[config.mk]
export PLATFORM = sky130hd
export DESIGN_NAME = ssb_combiner
export DESIGN_NICKNAME = d
export VERILOG_FILES = /design/src/rtl/ssb_combiner.sv
export SDC_FILE = /design/constraint.sdc
export NUM_CORES = 1
export LEC_CHECK = 0
export CORE_ASPECT_RATIO = 1.5
export CORE_MARGIN = 2
export CORE_UTILIZATION = 55
export DETAILED_ROUTE_END_ITERATION = 8
export PLACE_DENSITY = 0.78
export SLEW_MARGIN = 20
export SYNTH_ARGS = -nofsm -noshare
export SYNTH_HDL_FRONTEND = slang
export SYNTH_SLANG_ARGS = --single-unit
export TNS_END_PERCENT = 5
[constraint.sdc]
create_clock -name M100CLK -period 4.5 [get_ports M100CLK]
set_input_delay 0.45 -clock M100CLK [delete_from_list [all_inputs] [get_ports M100CLK]]
set_output_delay 0.45 -clock M100CLK [all_outputs]
set_load 0.05 [all_outputs]
[src/rtl/ssb_combiner.sv]
// ============================================================================
// Module   : ssb_combiner
// Purpose  : Combines I*cos / Q*sin products into a rounded, saturated,
//            offset-binary SSB sample, buffered in a FWFT FIFO.
// Revision : 1.0 - initial release
// ============================================================================
`default_nettype none

module ssb_combiner #(
  parameter int OUT_W      = 16,
  parameter int SHIFT      = 16,
  parameter int FIFO_DEPTH = 8,
  parameter int CNT_W      = 16
) (
  input  logic                            M100CLK,
  input  logic                            reset,
  input  logic [31:0]                     i_prod,
  input  logic [31:0]                     q_prod,
  input  logic                            in_valid,
  output logic                            in_ready,
  input  logic                            sideband_sel,
  output logic [OUT_W-1:0]                out_data,
  output logic                            out_valid,
  input  logic                            out_ready,
  input  logic                            clr_stats,
  output logic [CNT_W-1:0]                sat_count,
  output logic                            sat_sticky,
  output logic [$clog2(FIFO_DEPTH):0]     fifo_level
);

  localparam int AW    = $clog2(FIFO_DEPTH);
  localparam int LVL_W = AW + 1;

  localparam logic [33:0]        c_half = 34'(1) << (SHIFT - 1);
  localparam logic signed [33:0] c_max  = 34'((1 << (OUT_W - 1)) - 1);
  localparam logic signed [33:0] c_min  = -c_max - 34'sd1;
  localparam logic [OUT_W-1:0]   c_mid  = {1'b1, {(OUT_W-1){1'b0}}};
  localparam logic [LVL_W:0]     c_depth = (LVL_W+1)'(FIFO_DEPTH);

  logic                    r_v1, r_v2;
  logic [32:0]             r_s1;
  logic signed [33:0]      r_s2;
  logic [OUT_W-1:0]        r_mem [FIFO_DEPTH];
  logic [AW-1:0]           r_wptr, r_rptr;
  logic [LVL_W-1:0]        r_level;
  logic [CNT_W-1:0]        r_sat_count;
  logic                    r_sat_sticky;

  logic                    w_accept;
  logic [LVL_W:0]          w_occ;
  logic [32:0]             w_a, w_b, w_s1;
  logic [33:0]             w_rnd;
  logic signed [33:0]      w_s2;
  logic                    w_hi, w_lo;
  logic [OUT_W-1:0]        w_clamped, w_word;
  logic                    w_sat_evt;
  logic                    w_wr, w_rd;

  // Conservative: pending pipeline entries reserve FIFO space, reads ignored.
  assign w_occ    = {1'b0, r_level} + (LVL_W+1)'(r_v1) + (LVL_W+1)'(r_v2);
  assign in_ready = (w_occ < c_depth);
  assign w_accept = in_valid & in_ready;

  assign w_a  = {i_prod[31], i_prod};
  assign w_b  = {q_prod[31], q_prod};
  assign w_s1 = sideband_sel ? (w_a + w_b) : (w_a - w_b);

  assign w_rnd = {r_s1[32], r_s1} + c_half;
  assign w_s2  = $signed(w_rnd) >>> SHIFT;

  assign w_hi      = (r_s2 > c_max);
  assign w_lo      = (r_s2 < c_min);
  assign w_clamped = w_hi ? c_max[OUT_W-1:0] :
                     w_lo ? c_min[OUT_W-1:0] : r_s2[OUT_W-1:0];
  assign w_word    = {~w_clamped[OUT_W-1], w_clamped[OUT_W-2:0]};
  assign w_sat_evt = r_v2 & (w_hi | w_lo);

  assign w_wr = r_v2;
  assign w_rd = out_valid & out_ready;

  assign out_valid  = (r_level != '0);
  assign out_data   = out_valid ? r_mem[r_rptr] : c_mid;
  assign fifo_level = r_level;
  assign sat_count  = r_sat_count;
  assign sat_sticky = r_sat_sticky;

  always_ff @(posedge M100CLK or posedge reset) begin
    if (reset) begin
      r_v1 <= 1'b0;
      r_v2 <= 1'b0;
      r_s1 <= '0;
      r_s2 <= '0;
    end else begin
      r_v1 <= w_accept;
      r_v2 <= r_v1;
      if (w_accept) r_s1 <= w_s1;
      if (r_v1)     r_s2 <= w_s2;
    end
  end

  // Storage needs no reset: out_data is masked to mid-scale while empty.
  always_ff @(posedge M100CLK) begin
    if (w_wr) r_mem[r_wptr] <= w_word;
  end

  always_ff @(posedge M100CLK or posedge reset) begin
    if (reset) begin
      r_wptr  <= '0;
      r_rptr  <= '0;
      r_level <= '0;
    end else begin
      if (w_wr) r_wptr <= r_wptr + AW'(1);
      if (w_rd) r_rptr <= r_rptr + AW'(1);
      case ({w_wr, w_rd})
        2'b10:   r_level <= r_level + LVL_W'(1);
        2'b01:   r_level <= r_level - LVL_W'(1);
        default: r_level <= r_level;
      endcase
    end
  end

  always_ff @(posedge M100CLK or posedge reset) begin
    if (reset) begin
      r_sat_count  <= '0;
      r_sat_sticky <= 1'b0;
    end else if (clr_stats) begin
      r_sat_count  <= '0;
      r_sat_sticky <= 1'b0;
    end else if (w_sat_evt) begin
      r_sat_sticky <= 1'b1;
      if (r_sat_count != '1) r_sat_count <= r_sat_count + CNT_W'(1);
    end
  end

endmodule

`default_nettype wire

Yosys cells after proc, flatten, opt, wreduce, memory -nomap -nowiden --
Memories as Yosys holds them, arrays and structs flattened. Index checks and enable logic that the tools add are counted.
Cells by class: bitwise gates (word level) 5, add/subtract/negate cells 10, reduce and logical (&&, ||, !) cells 5, multiplexer cells 12, magnitude comparators 3, equal/unequal tests 3
Operator list (number):
- 16-bit two-way mux | 6
- 33-bit by 17-bit adder with 34-bit output, second input constant | 1
- 32-bit by 32-bit adder with 33-bit output | 1
- 33-bit two-way mux | 1
- 32-bit by 32-bit subtractor with 33-bit output | 1
- 18-bit by 16-bit > comparator with 1-bit output, second input constant | 1
- 18-bit by 16-bit less-than comparator with 1-bit output, second input constant | 1
- 16-bit by 1-bit adder with 16-bit output, second input constant | 1
- 16-bit inequality test, second input constant | 1
- 4-bit one-hot mux with 2 select lines | 1
- 3-bit by 1-bit adder with 3-bit output, second input constant | 2
- 2-bit nonzero test | 3
- 4-bit by 1-bit adder with 5-bit output | 1
- 5-bit by 1-bit adder with 5-bit output | 1
- 5-bit by 4-bit less-than comparator with 1-bit output, second input constant | 1
- 4-bit by 1-bit adder with 4-bit output, second input constant | 1
- 1-bit two-way mux | 4
- 4-bit nonzero test | 1
- 4-bit by 1-bit subtractor with 4-bit output, second input constant | 1
- 1-bit AND | 3
- 2-bit by 1-bit equality test with 1-bit output, second input constant | 1
- 2-bit equality test, second input constant | 1
- 2-bit AND reduction | 1
- 1-bit NOT | 1
- 1-bit bitwise OR | 1
Word-level totals: output and inout port bits 39, memories kept 1, RAM bits 128, register bits after elaboration 80, input bits 70
Memory list:
- r_mem | depth 8, width 16, read ports 1, clocked after memory_dff 0, write ports 1, line 43 | logic [OUT_W-1:0] r_mem [FIFO_DEPTH];

Logic depth before layout (Yosys ltp) --
Gate-level depths: netlist (run 1).
word-level depth 5, mapped depth 19, gate-level depth less buffers 18

Worst setup path after synthesis (run 1) --
OpenSTA, ideal clock, no wires.
path kind input to register, from input q_prod[6], to register r_s1[32], slack 464 ps, path buffers 1, arrival time 3946 ps, stages on the path 17, library setup time 90 ps, cell sequence or4_1 nor3_1 nand2_1 nor2_1 a21o_1 o21ai_0 xor2_1 ha_1 clkbuf_1 a21o_1 a21o_1 a21oi_1 o21ai_0 a21oi_1 o21ai_0 or4_2 o2111ai_1
Between the ends: word-level cells in the longest chain between the ends 2
RTL lines:
- start: declaration | line 18 | input logic [31:0] q_prod,
- 32-bit by 32-bit subtractor with 33-bit output or 32-bit by 32-bit adder with 33-bit output (tied branches) | line 66 | assign w_s1 = sideband_sel ? (w_a + w_b) : (w_a - w_b);
- 33-bit two-way mux (*) | line 66
- end signal: assignment | line 96 | if (w_accept) r_s1 <= w_s1;
- end: declaration | line 41 | logic [32:0] r_s1;
Mark *: on every way between the ends. The rest lies on a longest branch, timed or not. A chain may end at the register's enable or synchronous reset.

Final worst setup path (run 1) --
from input q_prod[7], to register r_s1[30]
Same word-level chain as after synthesis.

==> flow_summary.json, run 1 <==
{
  "overflow": 0,
  "maxSlewHeadroom": 0.259,
  "synth_area_leaders": "edfxtp_1 (38%), dfrtp_1 (16%), mux4_2 (7.0%)",
  "p_per_area_mw_per_mm2": 613,
  "drive_above_1_share": 0.136,
  "initial_core_util": 0.557,
  "rsz0062_at_grt": "no",
  "first_pass_iters": 5,
  "num_rows": 61,
  "h-tree-depth": 4,
  "p_leak_nw": 4.83,
  "core_sq_mm": 0.0184,
  "criticalPathCategory": "in -> reg",
  "post-route-util": 0.684,
  "clock.fmax_mhz": 247,
  "ys_types": 55,
  "portBuffers": 108,
  "hold_viol": 0,
  "drv_slew": 0,
  "post_drt_wl_per_cell_um": 17.2,
  "drtIter0Drc": 359,
  "ys.warnings.count": 0,
  "cp_max_fo": 4,
  "setup.worst_path.start_class": "input port",
  "async_flop_share": 0.337,
  "synthFlopType": "edfxtp_1",
  "gp_congestion": 0.900,
  "synth_nets": 1013,
  "hp-class": "reg -> reg",
  "die-area_sq_mm": 0.0198,
  "clock_sinks": 193,
  "grt_pass1_wl_um": 36200,
  "cts_hold_buf": 0,
  "cts_made_buffers": 17,
  "track_usage": 0.237,
  "ioPinCount": 109,
  "dpl.hpwl_um": 15700,
  "layout_common_cells": "nor2_1 (131), edfxtp_1 (128), clkdlybuf4s50_1 (108)",
  "crit_chain": "clkdlybuf4s50_1 -> or4_1 -> nor3_1 -> nand2_1 -> nor4_1 -> nor2_1 -> xor2_1 -> ha_1 -> nand4_1 -> or2_2 -> o311ai_0 -> buf_4 -> a41o_1 -> a31oi_1 -> mux2i_1 -> o21ai_0",
  "die_w_um": 115,
  "worst_slack_ps": 455,
  "synth_top_area_cell": "edfxtp_1",
  "synth-seq-area-share": 0.534,
  "worstMarginPinSlew_ps": 1110,
  "cts_resized": 0,
  "cp.arrival_ps": 4350,
  "outcome": "finished clean",
  "worst_path_max_delay_cell": "or4_1",
  "die_y_um": 171,
  "clock_path_buffers": 2,
  "cts_setup_buffers": 0,
  "via_per_inst": 5.55,
  "crit_path_end_kind": "flop",
  "clk_latency_ps": 430,
  "synth-edff-count": 128,
  "fin_crit_sh": 0.899,
  "avgSynthCellArea_sq_um": 11.4,
  "syn_to_final_growth_pct": 22.9,
  "first_global_vias": 7438,
  "synth_area_sq_mm": 0.0102,
  "clkSlewWorstSetupHoldPaths_ps": 80,
  "fin_nets": 1159,
  "fin_skew_ps": 16.4,
  "grt_start_max_net_pins": 46,
  "max_stage_delay_ps": 570,
  "diodes": 0,
  "antenna_found_initial": 0,
  "drtAntennaViolNets": 0,
  "ir_drop_uv": 336,
  "crit_required_ps": 4800,
  "setup_viol": 0,
  "vias": 7286,
  "wl_um": 22500,
  "final_common_cell": "nor2_1",
  "synth_top_area_frac": 0.375,
  "cts_tree": "built",
  "synth_seq_cells": 193,
  "syn_inst": 901,
  "root_buffer": "clkbuf_16",
  "timing.max_cap.violations": 0,
  "place_ws_ps": -8.30,
  "drc": 0,
  "finalCriticalPeriod_ps": 4050
}
## where the power goes
| group | switching, W | total [W] | leakage, nW | internal (W) |
|---|---|---|---|---|
| combinational | 0.00191 | 0.00318 | 2.58 | 0.00127 |
| sequential | 0.000453 | 0.00302 | 1.95 | 0.00257 |
| clock | 0.000716 | 0.00152 | 0.300 | 0.000804 |
| total | 0.00308 | 0.00772 | 4.83 | 0.00464 |
## Yosys cell counts, drive strengths merged (2+ instances only)
master and count:
a211oi 3, a21o 14, a21oi 75, a311oi 2, a31oi 6, and2 2
and3 4, and4 3, buf 10, clkbuf 27, dfrtp 65, edfxtp 128
ha 41, inv 25, mux2 4, mux2i 18, mux4 32, nand2 72
nand2b 7, nand3 23, nand4 13, nor2 137, nor2b 3, nor3 19
nor3b 2, nor4 9, o2111ai 2, o211ai 3, o21ai 44, o21bai 5
or3 4, or4 4, xnor2 28, xor2 55
## layer usage
metal,global-route usage,vias to the layer above,share of wire
li1,-,3574,-
met1,0.254,3497,0.37
met2,0.471,181,0.58
met3,0.0269,34,0.026
met4,0.0733,0,0.019
met5,0,-,0
## worst paths after layout
path	start	endpoint	slack, ps	cells after the start
max in group asynchronous	reset	r_s1[18]	3120	3
min in group asynchronous	reset	sat_count[9]	540	2
max reg2reg	r_s2[17]	sat_count[13]	1630	7
min reg2reg	sat_sticky	sat_sticky	520	2
max	q_prod[7]	r_s1[30]	450	16
min	sat_sticky	sat_sticky	520	2
## critical path: cells and delay by family
family          cells  cell delay, ps
buf+inv             2             630
fa+ha+maj           1             310
xor+xnor            1             150
simple gates        7            1670
compound gates      4             940
mux                 1             180
## cell families (layout without fill, tap and decap cells)
group | after synthesis | in the layout | synth area share
buffers and inverters | 62 | 221 | 0.0236
AO/OA/AOI/OAI | 163 | 163 | 0.0926
AND/OR/NAND/NOR | 304 | 304 | 0.134
multiplexers | 54 | 54 | 0.0923
XOR/XNOR | 83 | 83 | 0.0717
flip-flops | 193 | 193 | 0.534
adder cells (fa/ha/maj) | 42 | 42 | 0.0520
## flip-flops by register name (all words and copies together) (netlist names)
register,cells
r_v2,1
r_mem,128
sat_count,16
r_rptr,3
r_v1,1
r_s2,18
fifo_level,4
r_s1,18
r_wptr,3
sat_sticky,1
## final cells by class
cell class,count,area (sq um)
fillers,1328,5800
flip-flops and latches,193,5470
multi-input cells,646,4580
repair buffers,164,1510
clock buffers,17,425
well taps,252,315
clock inverters,15,185
inverters,25,93.8
## per-stage QoR
step           cells  total power, W  TNS [ps]  hold WS [ps]  area (sq um)
2_1_floorplan    901         0.00514         0           352         10200
3_5_place_dp    1280         0.00618     -8.30           475         12000
3_3_place_gp    1280         0.00605         0           473         12000
6_report        1312         0.00772         0           522         12600
5_1_grt         1312         0.00812         0           533         12600
4_1_cts         1312         0.00774         0           522         12600
No activity file was read; power rests on OpenSTA's default activity.
==> run 2, diff against run 1 <==
CTS_CLUSTER_DIAMETER = 30   (was not set)
==> results of run 2 <==
No change in the layout: final DEF, timing and power equal those of run 1.
==> patch 1 (settings of run 2) <==
Change the parameter `OUT_W` from 16 to 14.
--- a/src/rtl/ssb_combiner.sv
+++ b/src/rtl/ssb_combiner.sv
@@ -7,7 +7,7 @@
 `default_nettype none
 
 module ssb_combiner #(
-  parameter int OUT_W      = 16,
+  parameter int OUT_W      = 14,
   parameter int SHIFT      = 16,
   parameter int FIFO_DEPTH = 8,
   parameter int CNT_W      = 16
Interface: changed (resized out_data); port bits go from 109 to 107. No check against the original RTL was run, so the function may have changed too.
==> patch 1 against run 2 <==
Area after synthesis fell by 5.7%. Highest routed layer unchanged. Hold slack got worse by 0.14 ns. Critical path depth rose by 1. Sequential share of layout area fell by 1.0 points. First-iteration DRC count rose by 20%. Wire length fell by 0.89%. Power fell by 9.1%. Design area fell by 6.6%. Fmax fell by 0.70%. Critical path type unchanged. Largest cell class unchanged. Setup slack got worse by 0.029 ns. Sequential cell count fell by 16. Combinational power fell by 12%.
==> patch 1: results (changes against run 2) <==
Worst setup path
The biggest cell delay along the critical path is 0.44 ns (-0.13 ns). The family with the most delay on the worst path is compound AO/OA/AOI/OAI gates. The critical register-to-register path startpoint is fifo_level[1]$_DFFE_PP0P_. The slowest stage of the critical path is the clkdlybuf4s50_1 cell. The first element of the critical path is q_prod[0]. The arrival time reported for the critical path endpoint is 4.37 ns (+0.02 ns).

Drt
The number of DRC markers after the initial detailed-route iteration is 432 (+20%). The routed wire length was 22,300 um (-0.89%). The total routed wire length on the met1 layer is 8350 um (about the same). The sum of met2 wire segment lengths after detailed routing came to 12,500 um (-4.8%).

Timing
The setup clock skew after layout is 0.0125 ns (-0.00392 ns).

Pwr
The leakage dissipation is 4.48 nW (-7.2%).

Placement
The number of port buffers is 106 (-1.9%).

Outcome
The flow ran to the end, and the final reports show no timing, DRC or antenna violations.

Finish
The total number of nets in the final design is 1,100 (-5.1%). The non-filler instance count after layout is 1,214 (-7.5%). The fraction of final layout cells with drive strength greater than 1 is 11.4% (-2.2 points). In the final layout, the registers with the most flip-flops are r_mem: 112 flops, r_s1: 18 flops, r_s2: 18 flops.

Logic synthesis
The complex-gate fraction of the synthesized area is 11.0% (+1.7 points). The register area share after synthesis came to 51.7% (-1.8 points). The post-synthesis async set-or-reset flop share is 36.7% (+3.0 points).

The xor/xnor cell area share of the yosys netlist is 6.71% (-0.46 points).

Global routing
The global-route wire length before repair is 35,900 um (-0.78%). The pin count of the biggest net entering global routing is 42 (-8.7%).

Worst hold path
The min-delay analysis places its worst path in the category in2async.
[patch 1: cell types whose count changed in the layout (fill, tap and decap cells not counted), moves of 4 or more]
cell,before,now
edfxtp_1,128,112
nand3_1,23,30
mux4_2,32,28
o21bai_1,5,1
a31oi_1,5,9
o211ai_1,3,9
xor2_1,54,50
nor2_1,131,115
a2111oi_0,0,4
nor3_1,17,13
buf_4,55,31
nand2_1,72,65
o21ai_0,44,36
xnor2_1,28,24
[patch 1: final timing paths]
path	endpoint	slack (ns)	cells past startpoint
setup / recovery	r_s1[27]$_DFFE_PP0P_	0.43	17
hold / removal	sat_count[15]$_DFFE_PP0P_	0.38	2
setup reg to reg	fifo_level[3]$_DFFE_PP0P_	1.70	12
hold reg to reg	sat_sticky$_DFFE_PP0P_	0.53	2
max in group asynchronous	r_s2[8]$_DFFE_PP0P_	3.18	3
min in group M100CLK	sat_sticky$_DFFE_PP0P_	0.53	2
[patch 1: logic make-up after synthesis]
group / count (synthesis)
AO/OA/AOI/OAI: 174
XOR/XNOR: 74
adder cells (fa/ha/maj): 42
buffers and inverters: 56
flip-flops: 177
multiplexers: 49
AND/OR/NAND/NOR: 292
[patch 1: through the flow]
| stage | TNS, ns | setup WS, ns | instance area [um2] | power (W) |
|---|---|---|---|---|
| 4_1_cts | 0 | 0.385 | 11800 | 0.00705 |
| 3_3_place_gp | 0 | 0.0433 | 11100 | 0.00541 |
| 2_1_floorplan | 0 | 0.482 | 9660 | 0.00459 |
| 5_1_grt | 0 | 0.0943 | 11800 | 0.00738 |
| 3_5_place_dp | -0.0423 | -0.0336 | 11100 | 0.00550 |
| 6_report | 0 | 0.426 | 11800 | 0.00702 |
[patch 1: routing by layer]
metal | up-vias | global-route usage, %
met1 | 3538 | 26.3
met3 | 40 | 3.87
met4 | 0 | 9.81
met5 | - | 0
met2 | 198 | 46.5
li1 | 3465 | -
[patch 1: cell type report]
cell class	instances	share of cell area [%]
clock buffer	17	3.62
clock inverter	15	1.67
inverter	24	0.766
multi-input combinational	631	38.2
sequential	177	42.4
tap	213	2.27
timing repair buffer	137	11.0
[patch 1: power by group through the flow]
| stage | logic (W) | registers (W) | clock network, W |
|---|---|---|---|
| 2_1_floorplan | 0.00201 | 0.00259 | 0 |
| 6_report | 0.00281 | 0.00270 | 0.00151 |
| 5_1_grt | 0.00304 | 0.00275 | 0.00159 |
| 3_3_place_gp | 0.00270 | 0.00271 | 0 |
| 4_1_cts | 0.00282 | 0.00271 | 0.00152 |
| 3_5_place_dp | 0.00278 | 0.00273 | 0 |
==> patch 2 (settings of run 2) <==
Without the edit above. Register the output `sat_count` once more, cleared by the reset; this adds one clock of latency there. The other outputs are not delayed to match.
--- a/src/rtl/ssb_combiner.sv
+++ b/src/rtl/ssb_combiner.sv
@@ -81,7 +81,13 @@
   assign out_valid  = (r_level != '0);
   assign out_data   = out_valid ? r_mem[r_rptr] : c_mid;
   assign fifo_level = r_level;
-  assign sat_count  = r_sat_count;
+  always_ff @(posedge M100CLK or posedge reset) begin
+    if (reset) begin
+      sat_count <= '0;
+    end else begin
+      sat_count <= r_sat_count;
+    end
+  end
   assign sat_sticky = r_sat_sticky;
 
   always_ff @(posedge M100CLK or posedge reset) begin
Behaviour: not the same (a bounded check fails within 4 cycles, from zero or initial values and one cycle with reset high).
==> patch 2 against run 2 <==
Critical path type unchanged. Final cell count hardly changed. Design area rose by 3.5%. Sequential power increased by 2%. Area after synthesis grew 4.8%. Combinational power is essentially flat. Sequential cell count rose by 16. Setup slack improved by 0.047 ns. Wire length is 5.1% higher. Synthesized cell count increased by 2.0%. Power is 6.7% higher. Sequential share of layout area increased by 1.6 points. Core utilization fell by 0.45 points. Fmax increased by 1.2%.
==> patch 2: results (changes against run 2) <==
Drt
The met3 layer wire length in the routed design is 982 um (+70%). The number of vias in the routed layout came to 7,587 (+4.1%). The detail-routed net length per standard cell is 18.0 um (+5.1%). The number of DRC markers after the initial detailed-route iteration is 476 (+33%). The total routed wire length on the met1 layer was 9100 um (+9.0%). The sum of met2 wire segment lengths after detailed routing is 12,800 um (-3.0%).

Pwr
The leakage dissipation is 4.99 nW (+3.4%). The worst voltage drop across the vdd grid is 0.000360 V (+7.2%). The design internal power is 0.00510 W (+9.8%).

Finish
The non-clock inverter count in the final layout is 28 (+12%). The clock network area share was 6.46% (+1.6 points). The non-clock buffering overhead in the final layout is 9.45% (-2.6 points).

The final design instance area without fill is 0.0130 mm2 (+3.5%). The non-filler instance count after layout is 1,311 (-0.076%). The total of fill cells in the finished design came to 1,424 (+7.2%). The number of buffers outside the clock class in the layout is 128 (-22%).

The multi-input logic cell count is 644 (-0.31%). The multi-input gate share of the layout cell area is 35.7% (-0.67 points). The total number of nets in the final design came to 1,148 (-0.95%). The fraction of final layout cells with drive strength greater than 1 is 11.8% (-1.8 points). The register cell area after layout is 0.00587 mm2 (+7.3%).

Floorplanning
The x dimension of the die is 118 um (+2.3%).

Worst setup path
The biggest cell delay along the critical path was 0.46 ns (-0.11 ns). The critical register-to-register path startpoint is fifo_level[0]$_DFFE_PP0P_. Tracing the worst setup path back leads to its startpoint at q_prod[0]. The biggest fanout along the worst timing path was 7 (+3). The slowest stage of the critical path is the clkdlybuf4s50_1 cell.

Timing
The setup clock skew after layout was 0.0253 ns (+0.00889 ns). The worst slew margin relative to its limit is 22.2% (-3.7 points).

Clocking
The number of sinks on the clock net is 209 (+8.3%). The later-pin clock latency in the skew report came to 0.51 ns (+0.08 ns). The total CTS buffers is 25 (+8). The clock transition at the registers of the reported paths came to 0.06 ns (-0.02 ns). The number of buffers on the longest clock path is 3 (+1). The H-tree depth reported by CTS is 1 (-3).

Placement
The half-perimeter wire length after detailed placement is 16,000 um (+1.8%).

Logic synthesis
The number of nets in the synthesized netlist came to 1,031 (+1.8%). Yosys attributes the largest share of cell area to edfxtp_1 36%, dfrtp_1 19%, mux4_2 6.7%, ha_1 4.8%, xor2_1 4.3%. The post-synthesis async set-or-reset flop share is 38.8% (+5.1 points). The complex-gate fraction of the synthesized area came to 9.83% (+0.57 points). The register area share after synthesis is 54.7% (+1.3 points). The synthesized area divided by synthesized cell count is 11.7 um2 (+2.7%). The number of distinct library cells after synthesis is 59 (+7.3%). The xor/xnor cell area share of the yosys netlist came to 6.20% (-0.97 points). The share of synthesized cell area in full adder, half adder and majority cells was 4.97% (-0.24 points).

Global routing
The global-route wire length before repair came to 38,900 um (+7.6%). The pin count of the biggest net entering global routing is 50 (+8.7%). The met2 track utilization from global routing came to 44.7% (-2.4 points).

Worst hold path
The type of the most critical hold path is in2async.

Outcome
The flow ran to the end, and the final reports show no timing, DRC or antenna violations.
## patch 2: worst max-delay path: cells and delay by family
family          cells  cell delay (ns)
xor+xnor            1             0.15
simple gates        7             1.54
compound gates      4             1.16
fa+ha+maj           2             0.59
buf+inv             2             0.54
## patch 2: power by group through the flow
stage                     registers (W)  logic (W)  clock network, W
after global routing            0.00313    0.00345           0.00209
after global placement          0.00308    0.00306                 0
final                           0.00308    0.00317           0.00199
after floorplan                 0.00303    0.00224                 0
after CTS                       0.00308    0.00319           0.00201
after detailed placement        0.00311    0.00314                 0
## patch 2: worst paths after layout
check,to,slack [ns],cells past startpoint
worst max-delay path,r_s1[31]$_DFFE_PP0P_,0.50,16
worst min-delay path,fifo_level[2]$_DFFE_PP0P_,0.39,2
worst max register to register,fifo_level[3]$_DFFE_PP0P_,1.80,11
worst min register to register,sat_count[3]$_DFF_PP0_,0.41,0
max in group asynchronous,r_s2[3]$_DFFE_PP0P_,3.17,3
min in group M100CLK,sat_count[3]$_DFF_PP0_,0.41,0
